`config.mk`:
```
export PLATFORM = sky130hd
export DESIGN_NAME = lsu_pipe
export DESIGN_NICKNAME = d
export VERILOG_FILES = /design/src/rtl/lsu_pkg.sv /design/src/rtl/lsu_load_tracker.sv /design/src/rtl/lsu_pipe.sv
export SDC_FILE = /design/constraint.sdc
export NUM_CORES = 1
export LEC_CHECK = 0
export ABC_AREA = 1
export BUFFER_PORTS_ARGS = -buffer_cell sky130_fd_sc_hd__buf_2
export CORE_MARGIN = 5
export CORE_UTILIZATION = 50
export CTS_CLUSTER_DIAMETER = 100
export CTS_CLUSTER_SIZE = 30
export DETAILED_ROUTE_END_ITERATION = 16
export PLACE_DENSITY = 0.86
export SKIP_CTS_REPAIR_TIMING = 1
export SKIP_LAST_GASP = 1
export SLEW_MARGIN = 30
export SYNTH_ARGS = -nofsm -noshare
export SYNTH_HDL_FRONTEND = slang
export SYNTH_SLANG_ARGS = --single-unit
```
`constraint.sdc`:
```
create_clock -name clk -period 3.65 [get_ports clk]
set_clock_uncertainty 0.15 [all_clocks]
set_input_delay 0.5475 -clock clk [delete_from_list [all_inputs] [get_ports clk]]
set_output_delay 0.5475 -clock clk [all_outputs]
set_load 0.005 [all_outputs]
```
`src/rtl/lsu_pkg.sv`:
```
// -----------------------------------------------------------------------------
// lsu_pkg
//   Shared definitions for the load/store unit:
//   - ls_size_e   : access-size encoding carried in req_op[1:0]
//   - OP_*_BIT    : bit positions inside req_op
//   - ld_entry_t  : per-load bookkeeping held while a read is outstanding
//   - store_strobe / load_extract : lane helpers used by the pipeline top
// -----------------------------------------------------------------------------
package lsu_pkg;

  typedef enum logic [1:0] {
    LS_RSVD = 2'b00,
    LS_BYTE = 2'b01,
    LS_HALF = 2'b10,
    LS_WORD = 2'b11
  } ls_size_e;

  localparam int unsigned OP_MEM_BIT   = 3;
  localparam int unsigned OP_STORE_BIT = 2;

  // Everything needed to turn a raw memory word into a writeback once the
  // response arrives; the request itself is long gone by then.
  typedef struct packed {
    logic [4:0] rd;
    logic       rd_wen;
    logic       lsign;
    ls_size_e   size;
    logic [1:0] lane;
  } ld_entry_t;

  // Byte write strobes for an (already aligned) store.
  function automatic logic [3:0] store_strobe(input ls_size_e size, input logic [1:0] lane);
    logic [3:0] strb;
    case (size)
      LS_WORD: strb = 4'b1111;
      LS_HALF: strb = lane[1] ? 4'b1100 : 4'b0011;
      default: strb = 4'b0001 << lane;
    endcase
    return strb;
  endfunction

  // Pick the addressed lane out of a full read word and extend it to 32 bits.
  function automatic logic [31:0] load_extract(input ls_size_e size, input logic lsign,
                                               input logic [1:0] lane, input logic [31:0] rdata);
    logic [7:0]  b;
    logic [15:0] h;
    logic [31:0] r;
    b = rdata[{lane, 3'b000} +: 8];
    h = lane[1] ? rdata[31:16] : rdata[15:0];
    case (size)
      LS_WORD: r = rdata;
      LS_HALF: r = {{16{lsign & h[15]}}, h};
      default: r = {{24{lsign & b[7]}}, b};
    endcase
    return r;
  endfunction

endpackage

```
`src/rtl/lsu_load_tracker.sv`:
```
// -----------------------------------------------------------------------------
// lsu_load_tracker
//   Synchronous FIFO of ld_entry_t, one entry per load issued but not yet
//   answered. Memory answers in order, so the head is always the load that the
//   next response belongs to.
// Ports
//   clk, rst      clock / asynchronous active-high reset
//   push_i        enqueue push_data_i (ignored when full)
//   push_data_i   entry for the load just issued
//   pop_i         dequeue head (ignored when empty)
//   head_o        entry at the head of the queue
//   full_o        DEPTH entries held
//   empty_o       no entries held
//   count_o       number of entries held
// -----------------------------------------------------------------------------
module lsu_load_tracker
  import lsu_pkg::*;
#(
  parameter  int unsigned DEPTH = 2,
  localparam int unsigned CNT_W = $clog2(DEPTH + 1)
) (
  input  logic             clk,
  input  logic             rst,
  input  logic             push_i,
  input  ld_entry_t        push_data_i,
  input  logic             pop_i,
  output ld_entry_t        head_o,
  output logic             full_o,
  output logic             empty_o,
  output logic [CNT_W-1:0] count_o
);

  localparam int unsigned PTR_W = (DEPTH > 1) ? $clog2(DEPTH) : 1;

  ld_entry_t        mem_q [DEPTH];
  logic [PTR_W-1:0] wr_ptr_q, wr_ptr_d;
  logic [PTR_W-1:0] rd_ptr_q, rd_ptr_d;
  logic [CNT_W-1:0] count_q, count_d;
  logic             push_ok, pop_ok;

  assign full_o  = (count_q == CNT_W'(DEPTH));
  assign empty_o = (count_q == '0);
  assign count_o = count_q;
  assign head_o  = mem_q[rd_ptr_q];

  assign push_ok = push_i & ~full_o;
  assign pop_ok  = pop_i & ~empty_o;

  // Pointers wrap explicitly so DEPTH need not be a power of two.
  always_comb begin
    wr_ptr_d = wr_ptr_q;
    rd_ptr_d = rd_ptr_q;
    count_d  = count_q;
    if (push_ok) wr_ptr_d = (wr_ptr_q == PTR_W'(DEPTH - 1)) ? '0 : wr_ptr_q + PTR_W'(1);
    if (pop_ok)  rd_ptr_d = (rd_ptr_q == PTR_W'(DEPTH - 1)) ? '0 : rd_ptr_q + PTR_W'(1);
    case ({push_ok, pop_ok})
      2'b10:   count_d = count_q + CNT_W'(1);
      2'b01:   count_d = count_q - CNT_W'(1);
      default: count_d = count_q;
    endcase
  end

  // NOTE: state registers use non-blocking assignments so every flop samples
  // pre-edge values regardless of block ordering.
  always_ff @(posedge clk or posedge rst) begin
    if (rst) begin
      wr_ptr_q <= '0;
      rd_ptr_q <= '0;
      count_q  <= '0;
    end else begin
      wr_ptr_q <= wr_ptr_d;
      rd_ptr_q <= rd_ptr_d;
      count_q  <= count_d;
    end
  end

  // NOTE: the entry storage has no reset; count_q guards every read, so stale
  // contents are never observed and the array can map onto plain flops/RAM.
  always_ff @(posedge clk) begin
    if (push_ok) mem_q[wr_ptr_q] <= push_data_i;
  end

endmodule

```
`src/rtl/lsu_pipe.sv`:
```
// -----------------------------------------------------------------------------
// lsu_pipe
//   Load/store unit between the ALU stage and the data-memory port. One op per
//   cycle over valid/ready; stores and loads go straight to memory as aligned
//   word requests with byte strobes, loads are remembered in lsu_load_tracker
//   until their in-order response comes back, then aligned/extended and
//   written back. Non-memory ops write their ALU result back but only once no
//   load is outstanding, which keeps writeback in program order.
// Ports
//   clk, rst                  clock / asynchronous active-high reset
//   req_vld_i / req_rdy_o     op handshake from the ALU stage
//   req_op_i                  [3]=mem op, [2]=store, [1:0]=size
//   req_lsign_i               load sign-extend select
//   req_addr_i                byte address (mem op) or ALU result
//   req_wdata_i               right-aligned store data
//   req_rd_i / req_rd_wen_i   destination register / enable
//   wb_vld_o/wb_rd_o/wb_wen_o/wb_data_o   registered writeback
//   misal_vld_o / misal_addr_o            registered misaligned-access pulse
//   rsp_err_o                 sticky: response arrived with nothing outstanding
//   mem_req_vld_o / mem_req_rdy_i, mem_we_o, mem_addr_o, mem_wdata_o
//                             memory request channel
//   mem_rsp_vld_i / mem_rdata_i           in-order read response
// -----------------------------------------------------------------------------
module lsu_pipe
  import lsu_pkg::*;
#(
  parameter int unsigned OUTSTANDING = 2,
  parameter int unsigned ADDR_W      = 32,
  parameter bit          TRAP_MISAL  = 1'b1
) (
  input  logic              clk,
  input  logic              rst,
  input  logic              req_vld_i,
  output logic              req_rdy_o,
  input  logic [3:0]        req_op_i,
  input  logic              req_lsign_i,
  input  logic [ADDR_W-1:0] req_addr_i,
  input  logic [31:0]       req_wdata_i,
  input  logic [4:0]        req_rd_i,
  input  logic              req_rd_wen_i,
  output logic              wb_vld_o,
  output logic [4:0]        wb_rd_o,
  output logic              wb_wen_o,
  output logic [31:0]       wb_data_o,
  output logic              misal_vld_o,
  output logic [ADDR_W-1:0] misal_addr_o,
  output logic              rsp_err_o,
  output logic              mem_req_vld_o,
  input  logic              mem_req_rdy_i,
  output logic [3:0]        mem_we_o,
  output logic [ADDR_W-1:0] mem_addr_o,
  output logic [31:0]       mem_wdata_o,
  input  logic              mem_rsp_vld_i,
  input  logic [31:0]       mem_rdata_i
);

  localparam int unsigned CNT_W = $clog2(OUTSTANDING + 1);

  // ---------------------------------------------------------------------------
  // Request decode
  // ---------------------------------------------------------------------------
  logic       is_mem, is_store, misal;
  ls_size_e   size;
  logic [1:0] lane;

  assign is_mem   = req_op_i[OP_MEM_BIT];
  assign is_store = req_op_i[OP_STORE_BIT];
  assign size     = ls_size_e'(req_op_i[1:0]);

  // lane is the byte offset actually used for strobes and load extraction.
  // With trapping disabled a misaligned word/half is pulled down to its
  // natural boundary instead of being flagged.
  // NOTE: every signal written here gets a default first, so no path leaves
  // it unassigned and no latch is inferred.
  always_comb begin
    misal = 1'b0;
    lane  = req_addr_i[1:0];
    case (size)
      LS_WORD: begin
        misal = TRAP_MISAL && is_mem && (req_addr_i[1:0] != 2'b00);
        lane  = 2'b00;
      end
      LS_HALF: begin
        misal = TRAP_MISAL && is_mem && req_addr_i[0];
        lane  = {req_addr_i[1], 1'b0};
      end
      default: ;
    endcase
  end

  // ---------------------------------------------------------------------------
  // Load tracker
  // ---------------------------------------------------------------------------
  ld_entry_t        push_entry, head;
  logic             ld_push, ld_pop, ld_full, ld_empty;
  logic [CNT_W-1:0] ld_count;
  logic             accept;

  assign push_entry = '{rd: req_rd_i, rd_wen: req_rd_wen_i, lsign: req_lsign_i,
                        size: size, lane: lane};

  lsu_load_tracker #(
    .DEPTH (OUTSTANDING)
  ) u_tracker (
    .clk         (clk),
    .rst         (rst),
    .push_i      (ld_push),
    .push_data_i (push_entry),
    .pop_i       (ld_pop),
    .head_o      (head),
    .full_o      (ld_full),
    .empty_o     (ld_empty),
    .count_o     (ld_count)
  );

  // ---------------------------------------------------------------------------
  // Handshake and memory request
  // ---------------------------------------------------------------------------
  // full is the registered state; a response popping this cycle does not free
  // a slot for a load accepted in the same cycle.
  always_comb begin
    if (!is_mem)       req_rdy_o = (ld_count == '0);
    else if (misal)    req_rdy_o = 1'b1;
    else if (is_store) req_rdy_o = mem_req_rdy_i;
    else               req_rdy_o = mem_req_rdy_i & ~ld_full;
  end

  assign mem_req_vld_o = req_vld_i & is_mem & ~misal & (is_store | ~ld_full);
  assign accept        = req_vld_i & req_rdy_o;
  assign ld_push       = accept & is_mem & ~is_store & ~misal;
  assign ld_pop        = mem_rsp_vld_i & ~ld_empty;

  assign mem_addr_o = {req_addr_i[ADDR_W-1:2], 2'b00};
  assign mem_we_o   = (is_mem && is_store) ? store_strobe(size, lane) : 4'b0000;

  // Data is replicated into every lane; the strobes select which bytes land.
  always_comb begin
    case (size)
      LS_WORD: mem_wdata_o = req_wdata_i;
      LS_HALF: mem_wdata_o = {2{req_wdata_i[15:0]}};
      default: mem_wdata_o = {4{req_wdata_i[7:0]}};
    endcase
  end

  // ---------------------------------------------------------------------------
  // Writeback / misaligned / error registers
  // ---------------------------------------------------------------------------
  logic              wb_vld_q, wb_vld_d;
  logic [4:0]        wb_rd_q, wb_rd_d;
  logic              wb_wen_q, wb_wen_d;
  logic [31:0]       wb_data_q, wb_data_d;
  logic              misal_vld_q, misal_vld_d;
  logic [ADDR_W-1:0] misal_addr_q, misal_addr_d;
  logic              rsp_err_q, rsp_err_d;
  logic [31:0]       load_data;

  assign load_data = load_extract(head.size, head.lsign, head.lane, mem_rdata_i);

  // A pop and a non-mem accept cannot coincide: pop needs a non-empty tracker,
  // non-mem accept needs an empty one.
  always_comb begin
    wb_vld_d     = 1'b0;
    wb_wen_d     = 1'b0;
    wb_rd_d      = wb_rd_q;
    wb_data_d    = wb_data_q;
    if (ld_pop) begin
      wb_vld_d  = 1'b1;
      wb_rd_d   = head.rd;
      wb_wen_d  = head.rd_wen;
      wb_data_d = load_data;
    end else if (accept && !is_mem) begin
      wb_vld_d  = 1'b1;
      wb_rd_d   = req_rd_i;
      wb_wen_d  = req_rd_wen_i;
      wb_data_d = 32'(req_addr_i);
    end
    misal_vld_d  = accept & misal;
    misal_addr_d = misal_vld_d ? req_addr_i : misal_addr_q;
    rsp_err_d    = rsp_err_q | (mem_rsp_vld_i & ld_empty);
  end

  always_ff @(posedge clk or posedge rst) begin
    if (rst) begin
      wb_vld_q     <= 1'b0;
      wb_rd_q      <= '0;
      wb_wen_q     <= 1'b0;
      wb_data_q    <= '0;
      misal_vld_q  <= 1'b0;
      misal_addr_q <= '0;
      rsp_err_q    <= 1'b0;
    end else begin
      wb_vld_q     <= wb_vld_d;
      wb_rd_q      <= wb_rd_d;
      wb_wen_q     <= wb_wen_d;
      wb_data_q    <= wb_data_d;
      misal_vld_q  <= misal_vld_d;
      misal_addr_q <= misal_addr_d;
      rsp_err_q    <= rsp_err_d;
    end
  end

  assign wb_vld_o     = wb_vld_q;
  assign wb_rd_o      = wb_rd_q;
  assign wb_wen_o     = wb_wen_q;
  assign wb_data_o    = wb_data_q;
  assign misal_vld_o  = misal_vld_q;
  assign misal_addr_o = misal_addr_q;
  assign rsp_err_o    = rsp_err_q;

endmodule

```
# == After elaboration in Yosys (flattened, before gate mapping) ==
# Memory sizes are Yosys's and may differ from the RTL's.
# Index checks and enable logic that the tools add are counted.
# classes
bitwise,21
n_mul,0
n_addsub,4
n_mux,24
shifts,2
n_reduce_logical,9
n_div,0
magnitude_cmp,0
n_eq_ne,7
# ops
operator,count
$pmux 32 s2,2
$mux 32,2
$shiftx 32x6->8,1
$mux 16,1
$and 1x1->1,15
$eq 2x2->1 const B,6
$mux 1,11
$mux 5,2
$mux 4,2
$pmux 2 s2,2
$pmux 4 s2,1
$reduce_bool 2->1,3
$logic_and 1x1->1,4
$not 1->1,4
$shl 1x2->4 const A,1
$add 1x1->1 const B,2
$add 2x1->2 const B,1
$eq 2x1->1 const B,1
$logic_not 2->1,1
$or 1x1->1,2
$pmux 1 s2,1
$sub 2x1->2 const B,1
$logic_not 1->1,1
# totals
mem_count,1
in_bits,112
latchBits,0
word_cells,78
mem_bits_ro,0
out_inout_bits,143
regBits,77
ram_bits,22
# mem_list
memory,depth,word_bits,rd,rd_ports_with_merged_regs,wr,line_no,text
u_tracker.mem_q,2,11,1,0,1,lsu_load_tracker.sv:35,ld_entry_t mem_q [DEPTH];

# == Logic depth before layout (Yosys ltp) ==
# depth
ltp_word,13
depth_mapped,13
depth_no_buf,11

# == Hierarchy ==
# Synthesis repeated with hierarchy kept, for this count alone.
# unflattened
cells_unflattened,798
area_unflattened_um2,5753.0
# modules_own_cells
module,instances,seq_area_each_um2,area_each_um2,cells_per_inst
lsu_pipe,1,1826.8,4689.5,708
lsu_load_tracker,1,760.7,1063.5,90

# == Least setup slack after synthesis ==
# No wires, ideal clock.
# synth_path
path_type,input to register
startpoint,in req_addr_i[1]
endpoint,"mem u_tracker.mem_q[1][0] (netlist bit), enable pin"
setup_slack_ps,1521
cell_stages,7
n_path_buf,0
t_required_ps,3122
setup_ps,378
t_arrival_ps,1601
path_cell_list,inv_1 > o22ai_1 > nand2_1 > inv_2 > nor2_1 > nand3_1 > nor2_1
# synth_via
elab_chain_cells,12
elab_cells_between_ends,13
cone_classes,5 x mux; 6 x bitwise; 2 x reduce/logical
# synth_rtl
element,line_no,text
start: declaration,lsu_pipe.sv:37,"input logic [ADDR_W-1:0] req_addr_i,"
$reduce_bool 2->1 (*),lsu_pipe.sv:80,misal = TRAP_MISAL && is_mem && (req_addr_i[1:0] != 2'b00);
$logic_and 1x1->1 (*),lsu_pipe.sv:80,
$pmux 1 s2 (*),lsu_pipe.sv:78,case (size)
$mux 1,lsu_pipe.sv:123,else if (misal) req_rdy_o = 1'b1;
$mux 1,lsu_pipe.sv:122,if (!is_mem) req_rdy_o = (ld_count == '0);
$and 1x1->1,lsu_pipe.sv:129,assign accept = req_vld_i & req_rdy_o;
$and 1x1->1 (2 in a row),lsu_pipe.sv:130,assign ld_push = accept & is_mem & ~is_store & ~misal;
$and 1x1->1 (*),lsu_pipe.sv:130,
$and 1x1->1 (*),lsu_load_tracker.sv:46,assign push_ok = push_i & ~full_o;
$mux 1 (*),lsu_load_tracker.sv:80,if (push_ok) mem_q[wr_ptr_q] <= push_data_i;
$mux 1 (implied by the code) (*),lsu_load_tracker.sv:80,
end: declaration,lsu_load_tracker.sv:35,
# Mark *: on every way between the ends. The rest lies on a longest branch, timed or not.

# == Final worst setup path ==
# layout_path
startpoint,in req_op_i[1]
endpoint,out mem_we_o[0]
# layout_via
elab_chain_cells,5
elab_cells_between_ends,7
cone_classes,2 x eq/ne; 1 x shift; 4 x mux
# layout_rtl
element,line_no,text
start: declaration,lsu_pipe.sv:35,"input logic [3:0] req_op_i,"
$eq 2x2->1,lsu_pipe.sv:78,
$pmux 2 s2 (*),lsu_pipe.sv:78,
named net lane[1],lsu_pipe.sv:64,logic [1:0] lane;
$shl 1x2->4 or $mux 4 (tied branches),"lsu_pkg.sv:37, lsu_pkg.sv:36",
$pmux 4 s2 (*),lsu_pkg.sv:34,case (size)
$mux 4 (*),lsu_pipe.sv:134,"assign mem_we_o = (is_mem && is_store) ? store_strobe(size, lane) : 4'b0000;"
end: declaration,lsu_pipe.sv:50,"output logic [3:0] mem_we_o,"
# The timed path passes the listed nets; every way through them passes the cells marked *.

==> results_dict.tcl <==
set metrics [dict create \
    grt_pass1_wl_mm 26.53 \
    cts_buffers 9 \
    cts_buffer_depth 2 \
    place_ws_ns 0.7956 \
    first_pass_iters 5 \
    synth.top_cell.area_share_pct 33.03 \
    p_leak_nw 4.035 \
    die_area_sq_mm 0.01393 \
    dp_cells 1107 \
    fmax_mhz 349.4 \
    arrival_ns 2.16 \
    crit_required_ns 2.95 \
    fill_cells 1092 \
    period_share_pct 78.41 \
    r2r_cells 7 \
    yosysWarnings 0 \
    coreArea_sq_mm 0.01142 \
    synth_cells 779 \
    synth_area_leader_cell "dfrtp_1" \
    finalNetCount 1088 \
    setup_viol 0 \
    timing.final.ws_setup_ns 0.7882 \
    drive_gt1_share_pct 32.14 \
    tns_ns 0 \
    die_y_um 118.0 \
    reg2reg_slack_ns 1.29 \
    h-tree-depth 3 \
    hold_violations 0 \
    rows 39 \
    holdWs_ns 0.1651 \
    ys_ff_latch 99 \
    critPathSlowestCell "clkinv_1" \
    final_common_cell "nand2_1" \
    most-common-layout-cells "279 x nand2_1, 252 x buf_2, 83 x inv_1, 77 x dfrtp_1, 50 x nor2_1" \
    ir_drop_mv 0.4250 \
    slew_viol_final 0 \
    status "complete, no violations" \
    ys_top_cells_by_area "dfrtp_1 33%, nand2_1 18%, edfxtp_1 11%" \
    total_power_mw 4.526 \
    period_needed_ns 2.862 \
    grt_max_degree 66 \
    drtIter0Drc 339 \
    instances_no_fill 1125 \
    critical_path_class "input pin to output port" \
    p_per_area_mw_per_mm2 635.8 \
    cp-start-kind "input pin" \
    tightest_slew_ns 0.7280 \
    end_kind "output port" \
    port_buffers 252 \
    seqCellArea_sq_mm 0.002587 \
    maxCapViolations 0 \
    drt_wl_total_mm 16.65 \
    grtUsageTotal_pct 23.16 \
    multi_input_area_sq_mm 0.002384 \
    hold_path_class "input pin to asynchronous set/reset pin" \
    crit_fanout 17 \
    critPathMaxStageDelay_ns 0.51 \
    drc_errors 0 \
    ant_nets 0 \
    avgViaCountPerCell 4.946 \
    clock_latency_ns 0.35 \
    netlist_area_sq_mm 0.005833 \
    antenna_found_initial 1 \
    ys_seq_area_share_pct 44.36 \
    timing.critical_path.to "mem_we_o[0]" \
    start_util_pct 51.08 \
    cts_tree "built" \
    clock-sinks 99 \
    synth_cell_types 36 \
    syn_avg_cell_area_sq_um 7.488 \
    relSlewSlack_pct 51.39 \
    die_w_um 118.0 \
    startpoint "req_op_i[1]" \
    r2r-end "wb_data_o[30]$_DFFE_PP0P_" \
    crit_chain "buf_2 -> nand2_1 -> clkinv_1 -> nor2_1 -> nor2_1 -> buf_2" \
    dp_hpwl_mm 12.96 \
    ioPinCount 255 \
    grt_setup_unrepaired "no" \
    syn_to_final_growth_pct 22.03 \
    wl_per_cell_um 14.80 \
    grt_overflow 0 \
    cts.root.buffer_cell "clkbuf_16" \
    dr_total_vias 5564 \
    place_congestion 0.8943 \
    clk_pin_slew_worst_paths_ns 0.07 \
    r2r-start "u_tracker.rd_ptr_q$_DFFE_PP0P_" \
    grt_pass1_vias 5387 \
]
-- metal layers --
layer	GRT usage [%]	vias up	part of all wire (%)
met5	0	-	0
met4	7.527	0	2.4
met3	4.277	39	6.3
met2	38.93	211	48
met1	30.19	2524	44
li1	-	2790	-
-- layout make-up --
cell class              instances  share of cell area, %
flip-flops and latches         99                  36.35
multi-input cells             516                  33.49
repair buffers                258                  18.35
inverters                      91                  4.939
clock buffers                  11                  3.867
well taps                     143                  2.514
clock inverters                 5                 0.4219
diodes                          2                0.07031
-- cells by family after synthesis --
group                    after synthesis  share of synthesized area, %
flip-flops                            99                         44.36
AO/OA/AOI/OAI                        110                         10.12
buffers and inverters                165                         15.06
AND/OR/NAND/NOR                      400                         29.73
other                                  1                       0.06429
XOR/XNOR                               3                        0.4505
adder cells (fa/ha/maj)                1                        0.2145
-- worst min-delay path by stage --
stage                                         startpoint                              end  slack, ns  depth (start not counted)
final                                                rst     misal_addr_o[23]$_DFFE_PP0P_       0.17                          2
after global routing                                 rst     misal_addr_o[19]$_DFFE_PP0P_       0.24                          2
after CTS                                    req_lsign_i  u_tracker.mem_q[1][4]$_DFFE_PP_       0.24                          1
after detailed placement             rsp_err_o$_DFF_PP0_              rsp_err_o$_DFF_PP0_       0.29                          1
after global placement               rsp_err_o$_DFF_PP0_              rsp_err_o$_DFF_PP0_       0.30                          1
after floorplan           u_tracker.wr_ptr_q$_DFFE_PP0P_   u_tracker.wr_ptr_q$_DFFE_PP0P_       0.29                          2
-- power breakdown --
group          switching, mW  internal [mW]  total [mW]
Combinational           1.18          0.721        1.90
Clock                  0.415          0.543       0.958
Sequential             0.212           1.45        1.67
Total                   1.81           2.72        4.53
-- registers in the layout, summed over array words and instances, names as in the netlist --
name / cells
wb_vld_o: 1
wb_wen_o: 1
misal_vld_o: 1
u_tracker.count_o: 2
rsp_err_o: 1
u_tracker.mem_q: 22
u_tracker.wr_ptr_q: 1
wb_rd_o: 5
wb_data_o: 32
u_tracker.rd_ptr_q: 1
misal_addr_o: 32
-- critical path, delay by kind of cell --
kind          cells  cell delay [ns]
buf+inv           3             0.81
simple gates      3             0.80
-- synthesized netlist by cell type (all sizes together) --
cell    count
inv        90
dfrtp      77
nor2       54
clkinv      1
clkbuf     11
a21o        1
a21oi       3
a311oi      1
edfxtp     22
buf        63
o211ai      9
o21ai      95
nand3      51
nand2     293
o22ai       1
xnor2       1
xor2        2
or2         1
conb        1
nand4       1
ha          1
-- per-stage QoR --
stage          utilization, %  cell area (sq um)
3_5_place_dp            59.61               6807
5_1_grt                 62.32               7116
4_1_cts                 62.28               7112
6_report                62.34               7118
3_3_place_gp            59.57               6802
2_1_floorplan               -               5837
Power figures use the tool's default switching activity.
